`src/rtl/alu_seg_disp.sv`:
```
// Purpose : start-triggered ALU whose registered result is shown on DIGITS seven-segment digits.
// Latency : done pulses 3 edges after the start-sampling edge in hex, WIDTH+2 edges in decimal.
// Backpressure: none; start is only sampled while idle, busy covers the whole operation.
//
// Ports:
//   clk, rst_n          rising-edge clock, asynchronous active-low reset
//   start               request, sampled only while idle
//   opa, opb [WIDTH]    operands, captured together with code/mode on an accepted start
//   code [3]            ALU opcode (add, sub, and, or, xor, not-a, signed less-than, equal)
//   mode [2]            display mode: 00 hex, 01 unsigned decimal, 10 signed decimal, 11 hex
//   en                  display enable, gates seg only
//   busy, done          operation in progress / one-cycle completion pulse
//   zero, carry, ovf    flags of the last completed operation
//   seg [8*DIGITS]      active-low glyphs, digit i on seg[8i+7:8i], bit7=a .. bit1=g, bit0=dp

module alu_seg_disp #(
   parameter int WIDTH  = 8,
   parameter int DIGITS = 4
) (
   input  logic                  clk,
   input  logic                  rst_n,
   input  logic                  start,
   input  logic [WIDTH-1:0]      opa,
   input  logic [WIDTH-1:0]      opb,
   input  logic [2:0]            code,
   input  logic [1:0]            mode,
   input  logic                  en,
   output logic                  busy,
   output logic                  done,
   output logic                  zero,
   output logic                  carry,
   output logic                  ovf,
   output logic [8*DIGITS-1:0]   seg
);

   // Number of decimal digits needed for the largest unsigned WIDTH-bit value.
   function automatic int f_dec_digits(input int w);
      int v;
      int n;
      v = (1 << w) - 1;
      n = 0;
      for (int k = 0; k < 10; k++) begin
         if (v > 0) begin
            n = n + 1;
            v = v / 10;
         end
      end
      return n;
   endfunction

   localparam int DEC_DIGITS = f_dec_digits(WIDTH);
   localparam int CW         = $clog2(WIDTH);
   localparam int BW         = 4 * DIGITS;

   generate
      if (WIDTH < 4 || WIDTH > 16) begin : g_bad_width
         $error("alu_seg_disp: WIDTH must lie in 4..16");
      end
      if (DIGITS < DEC_DIGITS + 1 || BW < WIDTH) begin : g_bad_digits
         $error("alu_seg_disp: DIGITS too small for WIDTH (sign digit plus magnitude, or hex)");
      end
   endgenerate

   // Active-low glyphs, bit order a..g then dp (dp always off).
   function automatic logic [7:0] f_glyph(input logic [3:0] d);
      logic [7:0] g;
      case (d)
         4'h0:    g = 8'h03;
         4'h1:    g = 8'h9F;
         4'h2:    g = 8'h25;
         4'h3:    g = 8'h0D;
         4'h4:    g = 8'h99;
         4'h5:    g = 8'h49;
         4'h6:    g = 8'h41;
         4'h7:    g = 8'h1F;
         4'h8:    g = 8'h01;
         4'h9:    g = 8'h09;
         4'hA:    g = 8'h11;
         4'hB:    g = 8'hC1;
         4'hC:    g = 8'h63;
         4'hD:    g = 8'h85;
         4'hE:    g = 8'h61;
         default: g = 8'h71;
      endcase
      return g;
   endfunction

   // Double-dabble correction: any BCD digit of 5 or more gets +3 before the shift.
   function automatic logic [BW-1:0] f_add3(input logic [BW-1:0] b);
      logic [BW-1:0] r;
      r = b;
      for (int i = 0; i < DIGITS; i++) begin
         if (r[4*i +: 4] >= 4'd5) begin
            r[4*i +: 4] = r[4*i +: 4] + 4'd3;
         end
      end
      return r;
   endfunction

   localparam logic [7:0] GLYPH_BLANK = 8'hFF;
   localparam logic [7:0] GLYPH_MINUS = 8'hFD;

   typedef enum logic [1:0] {
      S_IDLE,
      S_CALC,
      S_CONV,
      S_DONE
   } state_t;

   state_t            r_state;
   state_t            w_state_nxt;

   // Captured request
   logic [WIDTH-1:0]  r_opa;
   logic [WIDTH-1:0]  r_opb;
   logic [2:0]        r_code;
   logic [1:0]        r_mode;

   // ALU stage
   logic [WIDTH:0]    w_sum;
   logic [WIDTH:0]    w_diff;
   logic [WIDTH-1:0]  w_res;
   logic              w_alu_carry;
   logic              w_alu_ovf;
   logic [WIDTH-1:0]  r_res;
   logic              r_alu_carry;
   logic              r_alu_ovf;
   logic              r_neg;

   // Conversion stage
   logic [WIDTH-1:0]  r_bin;
   logic [BW-1:0]     r_bcd;
   logic [BW-1:0]     w_bcd_adj;
   logic [CW-1:0]     r_cnt;
   logic              w_dec;
   logic              w_conv_last;

   // Display build
   logic [8*DIGITS-1:0] w_seg_nxt;
   logic [BW-1:0]       w_hex_v;
   logic                w_lead;
   logic [3:0]          w_nib;

   // Output registers
   logic                r_done;
   logic                r_zero;
   logic                r_carry;
   logic                r_ovf;
   logic                r_valid;
   logic [8*DIGITS-1:0] r_seg;

   assign w_dec       = (r_mode == 2'b01) || (r_mode == 2'b10);
   assign w_conv_last = !w_dec || (r_cnt == CW'(WIDTH - 1));

   // ------------------------------------------------------------------
   // FSM
   // ------------------------------------------------------------------
   always_ff @(posedge clk or negedge rst_n) begin
      if (!rst_n) begin
         r_state <= S_IDLE;
      end else begin
         r_state <= w_state_nxt;
      end
   end

   always_comb begin
      w_state_nxt = r_state;
      case (r_state)
         S_IDLE:  if (start) w_state_nxt = S_CALC;
         S_CALC:  w_state_nxt = S_CONV;
         S_CONV:  if (w_conv_last) w_state_nxt = S_DONE;
         S_DONE:  w_state_nxt = S_IDLE;
         default: w_state_nxt = S_IDLE;
      endcase
   end

   // ------------------------------------------------------------------
   // ALU on the captured operands
   // ------------------------------------------------------------------
   assign w_sum  = {1'b0, r_opa} + {1'b0, r_opb};
   assign w_diff = {1'b0, r_opa} - {1'b0, r_opb};

   always_comb begin
      w_res       = '0;
      w_alu_carry = 1'b0;
      w_alu_ovf   = 1'b0;
      case (r_code)
         3'b000: begin
            w_res       = w_sum[WIDTH-1:0];
            w_alu_carry = w_sum[WIDTH];
            // Same-sign operands producing a different-sign sum
            w_alu_ovf   = (r_opa[WIDTH-1] == r_opb[WIDTH-1]) &&
                          (w_sum[WIDTH-1] != r_opa[WIDTH-1]);
         end
         3'b001: begin
            w_res       = w_diff[WIDTH-1:0];
            // The extra bit of the zero-extended difference is the borrow (a < b)
            w_alu_carry = w_diff[WIDTH];
            w_alu_ovf   = (r_opa[WIDTH-1] != r_opb[WIDTH-1]) &&
                          (w_diff[WIDTH-1] != r_opa[WIDTH-1]);
         end
         3'b010: w_res = r_opa & r_opb;
         3'b011: w_res = r_opa | r_opb;
         3'b100: w_res = r_opa ^ r_opb;
         3'b101: w_res = ~r_opa;
         3'b110: w_res[0] = ($signed(r_opa) < $signed(r_opb));
         3'b111: w_res[0] = (r_opa == r_opb);
         default: w_res = '0;
      endcase
   end

   // ------------------------------------------------------------------
   // Datapath registers: capture, ALU result, double-dabble shifter
   // ------------------------------------------------------------------
   assign w_bcd_adj = f_add3(r_bcd);

   always_ff @(posedge clk or negedge rst_n) begin
      if (!rst_n) begin
         r_opa       <= '0;
         r_opb       <= '0;
         r_code      <= '0;
         r_mode      <= '0;
         r_res       <= '0;
         r_alu_carry <= 1'b0;
         r_alu_ovf   <= 1'b0;
         r_neg       <= 1'b0;
         r_bin       <= '0;
         r_bcd       <= '0;
         r_cnt       <= '0;
      end else begin
         case (r_state)
            S_IDLE: begin
               if (start) begin
                  r_opa  <= opa;
                  r_opb  <= opb;
                  r_code <= code;
                  r_mode <= mode;
               end
            end
            S_CALC: begin
               r_res       <= w_res;
               r_alu_carry <= w_alu_carry;
               r_alu_ovf   <= w_alu_ovf;
               // Negation is taken modulo 2^WIDTH, so the most negative value
               // yields its correct unsigned magnitude (e.g. 0x80 -> 128).
               r_neg       <= (r_mode == 2'b10) && w_res[WIDTH-1];
               r_bin       <= ((r_mode == 2'b10) && w_res[WIDTH-1]) ? -w_res : w_res;
               r_bcd       <= '0;
               r_cnt       <= '0;
            end
            S_CONV: begin
               if (w_dec) begin
                  {r_bcd, r_bin} <= {w_bcd_adj, r_bin} << 1;
                  r_cnt          <= r_cnt + 1'b1;
               end
            end
            default: begin
            end
         endcase
      end
   end

   // ------------------------------------------------------------------
   // Glyph assembly, consumed on the DONE edge
   // ------------------------------------------------------------------
   always_comb begin
      w_seg_nxt = '1;
      w_hex_v   = '0;
      w_hex_v[WIDTH-1:0] = r_res;
      w_lead    = 1'b1;
      w_nib     = '0;
      // Scan from the most significant digit; stay blank until the first
      // non-zero BCD digit, but digit 0 always shows.
      for (int i = DIGITS - 1; i >= 0; i--) begin
         if (w_dec) begin
            w_nib = r_bcd[4*i +: 4];
            if (w_nib != 4'd0 || i == 0) begin
               w_lead = 1'b0;
            end
            w_seg_nxt[8*i +: 8] = w_lead ? GLYPH_BLANK : f_glyph(w_nib);
         end else begin
            w_seg_nxt[8*i +: 8] = f_glyph(w_hex_v[4*i +: 4]);
         end
      end
      // Top digit is reserved for the sign; the magnitude never reaches it.
      if (r_mode == 2'b10) begin
         w_seg_nxt[8*DIGITS-1 -: 8] = r_neg ? GLYPH_MINUS : GLYPH_BLANK;
      end
   end

   // ------------------------------------------------------------------
   // Output registers: loaded only on the DONE edge, held otherwise
   // ------------------------------------------------------------------
   always_ff @(posedge clk or negedge rst_n) begin
      if (!rst_n) begin
         r_done  <= 1'b0;
         r_zero  <= 1'b0;
         r_carry <= 1'b0;
         r_ovf   <= 1'b0;
         r_valid <= 1'b0;
         r_seg   <= '1;
      end else begin
         r_done <= (r_state == S_DONE);
         if (r_state == S_DONE) begin
            r_zero  <= (r_res == '0);
            r_carry <= r_alu_carry;
            r_ovf   <= r_alu_ovf;
            r_valid <= 1'b1;
            r_seg   <= w_seg_nxt;
         end
      end
   end

   assign busy  = (r_state != S_IDLE);
   assign done  = r_done;
   assign zero  = r_zero;
   assign carry = r_carry;
   assign ovf   = r_ovf;
   assign seg   = (en && r_valid) ? r_seg : '1;

endmodule

```
`config.mk`:
```
export PLATFORM = sky130hd
export DESIGN_NAME = alu_seg_disp
export DESIGN_NICKNAME = d
export VERILOG_FILES = /design/src/rtl/alu_seg_disp.sv
export SDC_FILE = /design/constraint.sdc
export NUM_CORES = 1
export LEC_CHECK = 0
export ABC_AREA = 1
export CAP_MARGIN = 20
export CORE_MARGIN = 1
export CORE_UTILIZATION = 40
export DETAILED_ROUTE_END_ITERATION = 10
export DONT_BUFFER_PORTS = 1
export PLACE_DENSITY = 0.55
export SETUP_SLACK_MARGIN = 0.2
export SYNTH_ARGS = -nofsm -noshare
export SYNTH_HDL_FRONTEND = slang
export SYNTH_SLANG_ARGS = --single-unit
```
`constraint.sdc`:
```
create_clock -name clk -period 4.25 [get_ports clk]
set_clock_uncertainty 0.1 [all_clocks]
set_input_delay 0.425 -clock clk [delete_from_list [all_inputs] [get_ports clk]]
set_output_delay 0.425 -clock clk [all_outputs]
set_load 0.02 [all_outputs]
```
; ---- Yosys cells after proc, flatten, opt, wreduce, memory -nomap -nowiden
; Memories as Yosys holds them, arrays and structs flattened.
; Index checks and enable logic that the tools add are counted.
[word_totals]
register_bits = 98
ramBits = 0
wordCells = 116
latch_bits = 0
mem_count = 6
output_inout_bits = 37
rom_bits = 672
[mem_list]
columns = memory, depth, width, read_ports, rd_clocked_by_memory_dff, wr, line
row1 = (name not given), 16, 7, 1, 0, 0, 67  ; case (d)
row2 = (name not given), 16, 7, 1, 0, 0, 67
row3 = (name not given), 16, 7, 1, 0, 0, 67
row4 = (name not given), 16, 7, 1, 0, 0, 67
row5 = (name not given), 16, 7, 1, 0, 0, 67
row6 = (name not given), 16, 7, 1, 0, 0, 67
[classes]
n_mux = 36
n_shift = 0
div_mod_pow = 0
n_addsub = 8
reduce_logical = 18
n_lt_le_gt_ge = 5
bitwise = 4
n_eq_ne = 21
mul = 0
[ops]
columns = op, n
row1 = $mux W8, 11
row2 = $pmux W7 S6, 1
row3 = $mux W32, 1
row4 = $pmux W16 S2, 1
row5 = $ge A4 B3 Y1 const B, 4
row6 = $mux W16, 1
row7 = $pmux W8 S2, 1
row8 = $eq A3 B3 Y1 const B, 5
row9 = $add A4 B2 Y4 const B, 3
row10 = $mux W4, 3
row11 = $reduce_bool A4 Y1, 3
row12 = $add A8 B8 Y9, 1
row13 = $sub A8 B8 Y9, 1
row14 = $and A8 B8 Y8, 1
row15 = $eq A8 B8 Y1, 1
row16 = $logic_not A8 Y1, 1
row17 = $lt A8 B8 Y1, 1
row18 = $neg A8 Y8, 1
row19 = $not A8 Y8, 1
row20 = $or A8 B8 Y8, 1
row21 = $pmux W1 S8, 1
row22 = $pmux W2 S4, 1
row23 = $xor A8 B8 Y8, 1
row24 = $mux W1, 7
row25 = other kinds (20), 39

; ---- Longest topological paths before layout
; Gate-level depths: netlist (run 1).
[logic_depth]
ltp_word = 9
depth_mapped = 21
ltp_nobuf = 21

; ---- Worst setup path before layout (run 1)
; No wires, ideal clock.
[synth_timing]
path_kind = reg-to-reg
startpoint = reg r_opa[0]
endpoint = reg r_bin[6]
arrival_time_ns = 2.312
slack_ns = 1.722
path_buffers = 0
path_stages_with_launch = 21
path_cell_list = dfrtp_1 inv_1 ha_1 fa_1 inv_1 nand2_1 nand2_1 nand2_1 nand2_1 nand2_1 nand3_1 nand2_1 nand2_2 ha_1 nand3_1 nor2_2 nand3_1 nand3_1 nand3_1 nand2_1 nand2_1
[synth_via]
elab_chain_len = 5
elab_cells_between_ends = 14
classes_between = 3 x add/sub / 1 x order compare / 1 x eq/ne / 4 x mux / 4 x bitwise / 1 x reduce/logical
[synth_lines]
columns = item, line
row1 = start: declaration, 114  ; logic [WIDTH-1:0] r_opa;
row2 = start signal: assignment, 234  ; r_opa <= opa;
row3 = $sub A8 B8 Y9 (tied with other cells), 181  ; assign w_diff = {1'b0, r_opa} - {1'b0, r_opb};
row4 = $pmux W1 S8 or $pmux W7 S6 (tied branches), 187  ; case (r_code)
row5 = $neg A8 Y8 or $logic_and A1 B1 Y1 (tied branches), 247  ; r_bin <= ((r_mode == 2'b10) && w_res[WIDTH-1]) ? -w_res : w_res;
row6 = $mux W8 *, 247
row7 = $pmux W8 S2 *, 231  ; case (r_state)
row8 = end signal: assignment, 247
row9 = end signal: assignment, 253  ; {r_bcd, r_bin} <= {w_bcd_adj, r_bin} << 1;
row10 = end: declaration, 131  ; logic [WIDTH-1:0] r_bin;
; Every way passes the cells marked *; elsewhere a longest branch is shown, timed or not.
; A chain may end at the register's enable or synchronous reset.

; ---- Final worst setup path (run 1)
[layout_timing]
startpoint = reg r_opa[3]
endpoint = reg r_bin[6]
[layout_via]
elab_chain_len = 5
elab_cells_between_ends = 14
classes_between = 3 x add/sub / 1 x order compare / 1 x eq/ne / 4 x mux / 4 x bitwise / 1 x reduce/logical
[layout_lines]
columns = item, line
row1 = $sub A8 B8 Y9 (tied with other cells), 181
row2 = $pmux W7 S6 or $pmux W1 S8 (tied branches), 187
row3 = $neg A8 Y8 or $logic_and A1 B1 Y1 (tied branches), 247
row4 = $mux W8 *, 247
row5 = $pmux W8 S2 *, 231
; Marks and branches as above.

==> impl_metrics.py, run 1 <==
metrics = {
    "logic_synthesis": {
        "synth_largest_area_cell": "dfrtp_1",
        "seq_area_frac_synth_pct": 32.9,
        "async_reset_ff_share_pct": 100,
        "syn_inst": 986,
        "synth.most_common_cell": "nand2_1",
        "syn-cell-area_mm2": 0.00725,
        "syn_area_per_cell_um2": 7.35,
        "synthTopCellsByArea": "dfrtp_1 (23%), ha_1 (12%), nand2_1 (11%)",
        "synth_common_cells": "nand2_1 (206), inv_1 (117), nor2_1 (89), o21ai_0 (73), ha_1 (71)",
        "synth_edf_count": 0,
        "synth_ff_type": "dfrtp_1",
        "ys_ff_latch": 94,
        "synth_cell_type_count": 56,
        "synth_top_area_share_pct": 22.8,
        "yosysWarnings": 0,
    },
    "floorplan": {
        "die_y_um": 137,
        "start_util_pct": 41.5,
        "std_cell_rows": 48,
        "die_x_um": 137,
        "io_pins": 62,
        "fp.dieArea_mm2": 0.0187,
        "coreArea_mm2": 0.0175,
    },
    "global_routing": {
        "overflow": 0,
        "grt_start_max_net_pins": 95,
        "antenna_found_initial": 0,
        "grt_pass1_wl_mm": 30.5,
        "grt_pass1_vias": 5987,
        "track_usage_pct": 21.0,
    },
    "layout": {
        "multiInputGateArea_mm2": 0.00419,
        "seqCellArea_mm2": 0.00239,
        "nFillCells": 1817,
        "stdcell_area_mm2": 0.00772,
        "syn2layout_area_growth_pct": 6.52,
        "final_net_count": 1069,
        "antenna_cells": 0,
        "drive_above_1_share_pct": 12.6,
    },
    "clock_tree": {
        "clock_sinks": 94,
        "clock_path_buffers": 2,
        "root_buffer": "clkbuf_16",
        "htreeDepth": 3,
        "cts_setup_buffers": 0,
        "clkSlewWorstSetupHoldPaths_ns": 0.08,
        "clk_latency_ns": 0.36,
        "cts_tree": "yes",
        "numCtsBuffers": 9,
    },
    "setup_path": {
        "slowest_delay_ns": 0.54,
        "cp_common_cell": "nand3_1",
        "crit_fanout": 12,
        "cp_cell_sequence": "inv_1, ha_1, inv_1, a21oi_1, nand2_1, nand2_1, nand3_1, nand3_1, nand2_1, nand2_2, ha_1, nand3_1, nor2_2, nand3_1, nand3_1, nand3_1, nand2_1, nand2_1",
        "critPathLaunchType": "flip-flop",
        "end_kind": "flip-flop",
        "worstSetupPathType": "reg -> reg",
        "slowest_stage": "ha_1",
        "critical-path-top-delay-family": "simple AND/OR/NAND/NOR gates",
        "crit_buf_inv": 2,
        "crit_required_ns": 4.40,
        "cp.arrival_ns": 3.14,
    },
    "sta": {
        "hold_viol_final": 0,
        "finalSetupViolCount": 0,
        "drv_slew": 0,
        "rsz0062_at_grt": "false",
        "slew_headroom_pct": 57.3,
        "fmax_mhz": 334,
        "setup-tns-final_ns": 0,
        "fin_crit_sh_pct": 70.4,
        "fin_crit_ns": 2.99,
        "tightest_slew_ns": 0.636,
    },
    "run": {
        "maxCapViolations": 0,
    },
    "pwr": {
        "p_leak_nw": 3.70,
        "p_per_area_mw_per_mm2": 775,
        "ir_worst_vdd_mv": 0.412,
    },
    "route": {
        "vias": 6267,
        "drt-total-wl_mm": 18.6,
        "drc": 0,
        "dr.pass1.iters": 5,
        "drt-initial-drc-count": 363,
        "wl_per_cell_um": 15.5,
        "drt-vias-per-instance": 5.22,
        "ant_nets": 0,
    },
    "placed_design": {
        "dpl_cell_area_mm2": 0.00741,
        "dpl.hpwl_mm": 13.9,
        "place_congestion": 0.917,
        "port_buffers": 0,
    },
    "outcome": {
        "outcome": "completed",
    },
    "hold_path": {
        "min_path_type": "in -> reg",
    },
}
path summary, 6_finish.rpt:
check | startpoint | end | slack (ns) | cells after the start
worst max-delay path | r_opa[3]$_DFFE_PN0P_ | r_bin[6]$_DFFE_PN0P_ | 1.26 | 18
worst min-delay path | opa[6] | r_opa[6]$_DFFE_PN0P_ | 0.12 | 2
worst max register to register | r_opa[3]$_DFFE_PN0P_ | r_bin[6]$_DFFE_PN0P_ | 1.26 | 18
worst min register to register | r_valid$_DFFE_PN0P_ | r_valid$_DFFE_PN0P_ | 0.37 | 1
max in group asynchronous | rst_n | r_cnt[1]$_DFFE_PN0P_ | 3.11 | 2
min in group asynchronous | rst_n | r_bcd[4]$_DFFE_PN0P_ | 0.57 | 2
what timing repair did:
item                      in CTS  in global routing
hold buffers                   2                  0
hold endpoints to repair      94                  0
gates resized for setup        0                  0
flip-flops by register name, summed over array words and instances (netlist names), 2 cells and up:
signal	cells
r_bin	8
r_seg	28
r_cnt	3
r_opa	8
r_mode	2
r_code	3
r_res	8
r_opb	8
r_state	2
r_bcd	16
cell families (layout without fill, tap and decap cells):
logic type,after synthesis,after routing,synth area share [%]
other,1,4,0.0517
buffers and inverters,172,159,9.44
adder cells (fa/ha/maj),73,73,12.8
multiplexers,1,1,0.155
flip-flops,94,94,32.9
AO/OA/AOI/OAI,206,206,16.9
XOR/XNOR,6,6,0.725
AND/OR/NAND/NOR,433,433,27.0
routing by layer:
layer | vias to the layer above | share of wire [%] | track usage (%)
li1 | 3201 | - | -
met1 | 2893 | 48 | 27.6
met2 | 145 | 47 | 34.7
met3 | 28 | 3.4 | 2.59
met4 | 0 | 2.4 | 8.64
met5 | - | 0 | 0
through the flow:
stage	utilization (%)	hold slack, ns	power (mW)	setup WS, ns	instances
5_1_grt	44.2	0.111	6.59	0.894	1201
4_1_cts	44.2	0.111	6.03	1.26	1201
2_1_floorplan	-	0.0294	4.37	1.72	989
3_5_place_dp	42.4	0.0341	5.20	1.27	1183
3_3_place_gp	42.4	0.0339	5.19	1.31	1183
6_report	44.2	0.118	5.98	1.26	1201
where the power goes:
group	total, mW	leakage [nW]	internal [mW]	switching [mW]
Sequential	1.61	1.12	1.31	0.299
Combinational	3.59	2.44	1.17	2.42
Clock	0.778	0.137	0.402	0.376
Total	5.98	3.70	2.88	3.10
final cells by class:
cell class                      count  area share (%)
Multi-Input combinational cell    723            54.2
Sequential cell                    94            30.9
Inverter                          136            6.68
Tap cell                          225            3.65
Clock buffer                       10            2.97
Timing Repair Buffer                7           0.972
Clock inverter                      6           0.583
layout by cell type (no fill, tap or decap), types with 6 or more instances in the layout:
master,Yosys,final
nand2_1,206,206
inv_1,117,117
nor2_1,89,89
o21ai_0,73,73
ha_1,71,71
dfrtp_1,66,66
nand3_1,61,61
a21oi_1,60,60
dfstp_2,28,28
o22ai_1,20,20
nand2_2,15,15
or2_2,14,14
nor3_1,12,12
inv_2,11,11
nand4_1,11,11
o211ai_1,11,11
clkbuf_16,0,9
o221ai_1,8,8
nor2_4,6,6
nor2_2,6,6
clkinv_1,6,6
worst reg2reg max path, delay by kind of cell (launching register included):
family,cells,cell delay (ns)
compound gates,1,0.18
fa+ha+maj,2,0.75
buf+inv,2,0.23
flops,1,0.43
simple gates,13,1.20
No activity file was read; power rests on OpenSTA's default activity.
==> inputs of run 2 (changes only) <==
--- a/config.mk
+++ b/config.mk
@@ -5,13 +5,13 @@
 export SDC_FILE = /design/constraint.sdc
 export NUM_CORES = 1
 export LEC_CHECK = 0
-export ABC_AREA = 1
+export ABC_AREA = 0
 export CAP_MARGIN = 20
 export CORE_MARGIN = 1
 export CORE_UTILIZATION = 40
 export DETAILED_ROUTE_END_ITERATION = 10
 export DONT_BUFFER_PORTS = 1
-export PLACE_DENSITY = 0.55
+export PLACE_DENSITY = 0.57
 export SETUP_SLACK_MARGIN = 0.2
 export SYNTH_ARGS = -nofsm -noshare
 export SYNTH_HDL_FRONTEND = slang
==> constraint.sdc (replaced) <==
create_clock -name clk -period 2.7 [get_ports clk]
set_clock_uncertainty 0.1 [all_clocks]
set_input_delay 0.27 -clock clk [delete_from_list [all_inputs] [get_ports clk]]
set_output_delay 0.27 -clock clk [all_outputs]
set_load 0.02 [all_outputs]
==> run 2 against run 1 <==
Compared with the run above: the flow now finishes with violations (DRC, hold timing, setup timing); global-route usage down 1.4 points; sequential power is 66% higher; routed wire length decreased by 1.7%; maximum frequency is 3.3% lower; critical path depth fell by 4; core utilization up 7.0 points; die area up 2.5%; flip-flop and latch count is the same; register-to-register slack got worse by 1.7 ns; critical path type unchanged; critical endpoint unchanged; largest cell class unchanged; highest routed layer unchanged.
==> impl_metrics.py, run 2 <==
metrics = {
    "placed_design": {
        "place_congestion": 0.895,
        "dp_slack_ns": -0.558,
        "dpl.hpwl_mm": 13.2,
        "port_buffers": 0,
    },
    "route": {
        "wl_met3_um": 554,
        "vias": 6275,
        "wl_met1_mm": 8.35,
        "ant_nets": 0,
        "drc": 8,
        "drt-initial-drc-count": 254,
        "drt-total-wl_mm": 18.3,
        "drt-vias-per-instance": 5.36,
        "top_layer_used": "met4",
        "wl_per_cell_um": 15.6,
        "dr.pass1.iters": 7,
        "wl_met2_mm": 9.06,
    },
    "setup_path": {
        "cp_cell_sequence": "ha_4, fa_2, nor2_2, o31a_1, a211oi_2, o31ai_2, o21a_1, ha_4, o311ai_4, nor3_2, nand3_1, o31a_1, xor2_1, a221oi_1",
        "crit_required_ns": 2.85,
        "cp.arrival_ns": 3.25,
        "r2r_setup_slack_ns": -0.39,
        "slowest_stage": "dfrtp_1",
        "crit_fanout": 2,
        "critPathLaunchType": "flip-flop",
        "worstSetupPathType": "reg -> reg",
        "slowest_delay_ns": 0.41,
        "end_kind": "flip-flop",
    },
    "floorplan": {
        "die_y_um": 138,
        "die_x_um": 138,
        "std_cell_rows": 49,
        "start_util_pct": 41.1,
        "fp.dieArea_mm2": 0.0191,
        "coreArea_mm2": 0.0181,
        "io_pins": 62,
    },
    "global_routing": {
        "track_usage_pct": 19.6,
        "grt_pass1_wl_mm": 30.5,
        "overflow": 0,
        "grt_pass1_vias": 6147,
        "antenna_found_initial": 0,
        "grt_start_max_net_pins": 95,
    },
    "pwr": {
        "p_leak_nw": 3.96,
        "ir_worst_vdd_mv": 0.750,
        "p_per_area_mw_per_mm2": 1470,
        "finalPower_mw": 13.6,
    },
    "logic_synthesis": {
        "synthTopCellsByArea": "dfrtp_1 (22%), ha_1 (12%), dfstp_2 (9.9%)",
        "synth_common_cells": "ha_1 (71), nor2_1 (68), dfrtp_1 (66), inv_1 (63), a21oi_1 (61)",
        "syn_area_per_cell_um2": 8.76,
        "synth_top_area_share_pct": 22.2,
        "ys_ff_latch": 94,
        "async_reset_ff_share_pct": 100,
        "synth_ff_type": "dfrtp_1",
        "syn-cell-area_mm2": 0.00744,
        "yosysWarnings": 0,
        "synth_largest_area_cell": "dfrtp_1",
        "synth_cell_type_count": 79,
        "syn_inst": 849,
        "synth_edf_count": 0,
        "synth.most_common_cell": "ha_1",
        "seq_area_frac_synth_pct": 32.1,
    },
    "sta": {
        "setup_slack_ns": -0.394,
        "fin_crit_ns": 3.09,
        "finalSetupViolCount": 11,
        "fmax_mhz": 323,
        "hold_viol_final": 94,
        "slew_headroom_pct": 40.3,
        "fin_hold_ws_ns": -0.482,
        "fin_crit_sh_pct": 115,
        "rsz0062_at_grt": "true",
        "tightest_slew_ns": 0.892,
        "drv_slew": 0,
    },
    "layout": {
        "reg_top3": "r_seg: 28 flops, r_bcd: 16 flops",
        "syn2layout_area_growth_pct": 24.5,
        "final_common_cell": "buf_4",
        "max_flop_register": "r_seg",
        "largest_reg_flops": 28,
        "final_cell_mix": "buf_4 (98), dfrtp_1 (66), nor2_1 (65)",
        "antenna_cells": 0,
        "final_net_count": 1035,
        "drive_above_1_share_pct": 30.5,
    },
    "run": {
        "maxCapViolations": 0,
    },
    "clock_tree": {
        "root_buffer": "clkbuf_16",
        "clkSlewWorstSetupHoldPaths_ns": 0.07,
        "clock_sinks": 94,
        "cts_tree": "yes",
        "numCtsBuffers": 9,
        "htreeDepth": 3,
        "ctsHoldBuffers": 21,
        "clock_path_buffers": 2,
        "clk_latency_ns": 0.36,
    },
    "outcome": {
        "outcome": "complete, but fails checks",
        "violations": "DRC, hold timing, setup timing",
    },
    "hold_path": {
        "min_path_type": "in -> async",
    },
}
## run 2: cell type report
cell class / count / area, um2
inverters: 64 / 240
flip-flops and latches: 94 / 2390
repair buffers: 137 / 1170
clock buffers: 10 / 239
fillers: 1669 / 8830
clock inverters: 6 / 66.3
multi-input cells: 631 / 4860
well taps: 229 / 287
## run 2: per-layer routing
layer  up-vias  global-route usage [%]
li1       3180                       -
met1      2977                    24.9
met2        99                    34.2
met3        19                    3.46
met4         0                    4.97
met5         -                       0
## run 2: timing repair
item / 4_1_cts / 5_1_grt
resized for setup: 35 / 30
buffers inserted: 16 / 10
endpoints found under the hold margin: 115 / 94
setup endpoints to repair: 13 / 19
pin swaps: 28 / 22
## run 2: cells by family (layout without fill, tap and decap cells)
kind of cell / after synthesis / count (layout) / synth area share [%]
AOI/OAI and AO/OA: 242 / 242 / 21.4
xor gates and xnor gates: 10 / 10 / 1.18
adders and majority gates: 73 / 73 / 12.5
buffers and inverters: 127 / 217 / 6.91
DFF: 94 / 94 / 32.1
muxes: 62 / 62 / 9.52
other: 1 / 4 / 0.0504
and+or+nand+nor: 240 / 240 / 16.4
## run 2: report_power, final
group          switching [mW]  leakage (nW)  internal (mW)  total, mW
logic                    4.86          2.69           4.75       9.62
registers               0.555          1.12           2.12       2.68
clock network           0.576         0.154          0.750       1.33
total                    5.99          3.96           7.63       13.6
## run 2: worst max-delay path: cells and delay by family (launching register included)
| kind | cells | cell delay, ns |
|---|---|---|
| adders and majority gates | 3 | 0.69 |
| DFF | 1 | 0.41 |
| xor gates and xnor gates | 1 | 0.14 |
| and+or+nand+nor | 3 | 0.36 |
| AOI/OAI and AO/OA | 7 | 1.30 |
## run 2: through the flow
step	cell area, um2	hold WS (ns)	TNS (ns)	cells	util (%)
after floorplan	7550	-0.126	-0.550	852	-
after global routing	9260	-0.520	-3.95	1171	51.2
after CTS	9040	-0.509	-2.39	1161	50.0
after detailed placement	8260	-0.121	-1.96	1108	45.7
final	9260	-0.482	-2.43	1171	51.2
after global placement	8260	-0.122	-1.72	1108	45.7
## run 2: path summary, 6_finish.rpt
kind	from	to	cells past startpoint
max in group asynchronous	rst_n	r_seg[25]$_DFFE_PN1P_	0
min reg2reg	r_bin[0]$_DFFE_PN0P_	r_bin[0]$_DFFE_PN0P_	2
max	r_opb[0]$_DFFE_PN0P_	r_bin[6]$_DFFE_PN0P_	14
min	rst_n	r_valid$_DFFE_PN0P_	0
min in group clk	start	r_state[1]$_DFFE_PN0P_	2
max reg2reg	r_opb[0]$_DFFE_PN0P_	r_bin[6]$_DFFE_PN0P_	14
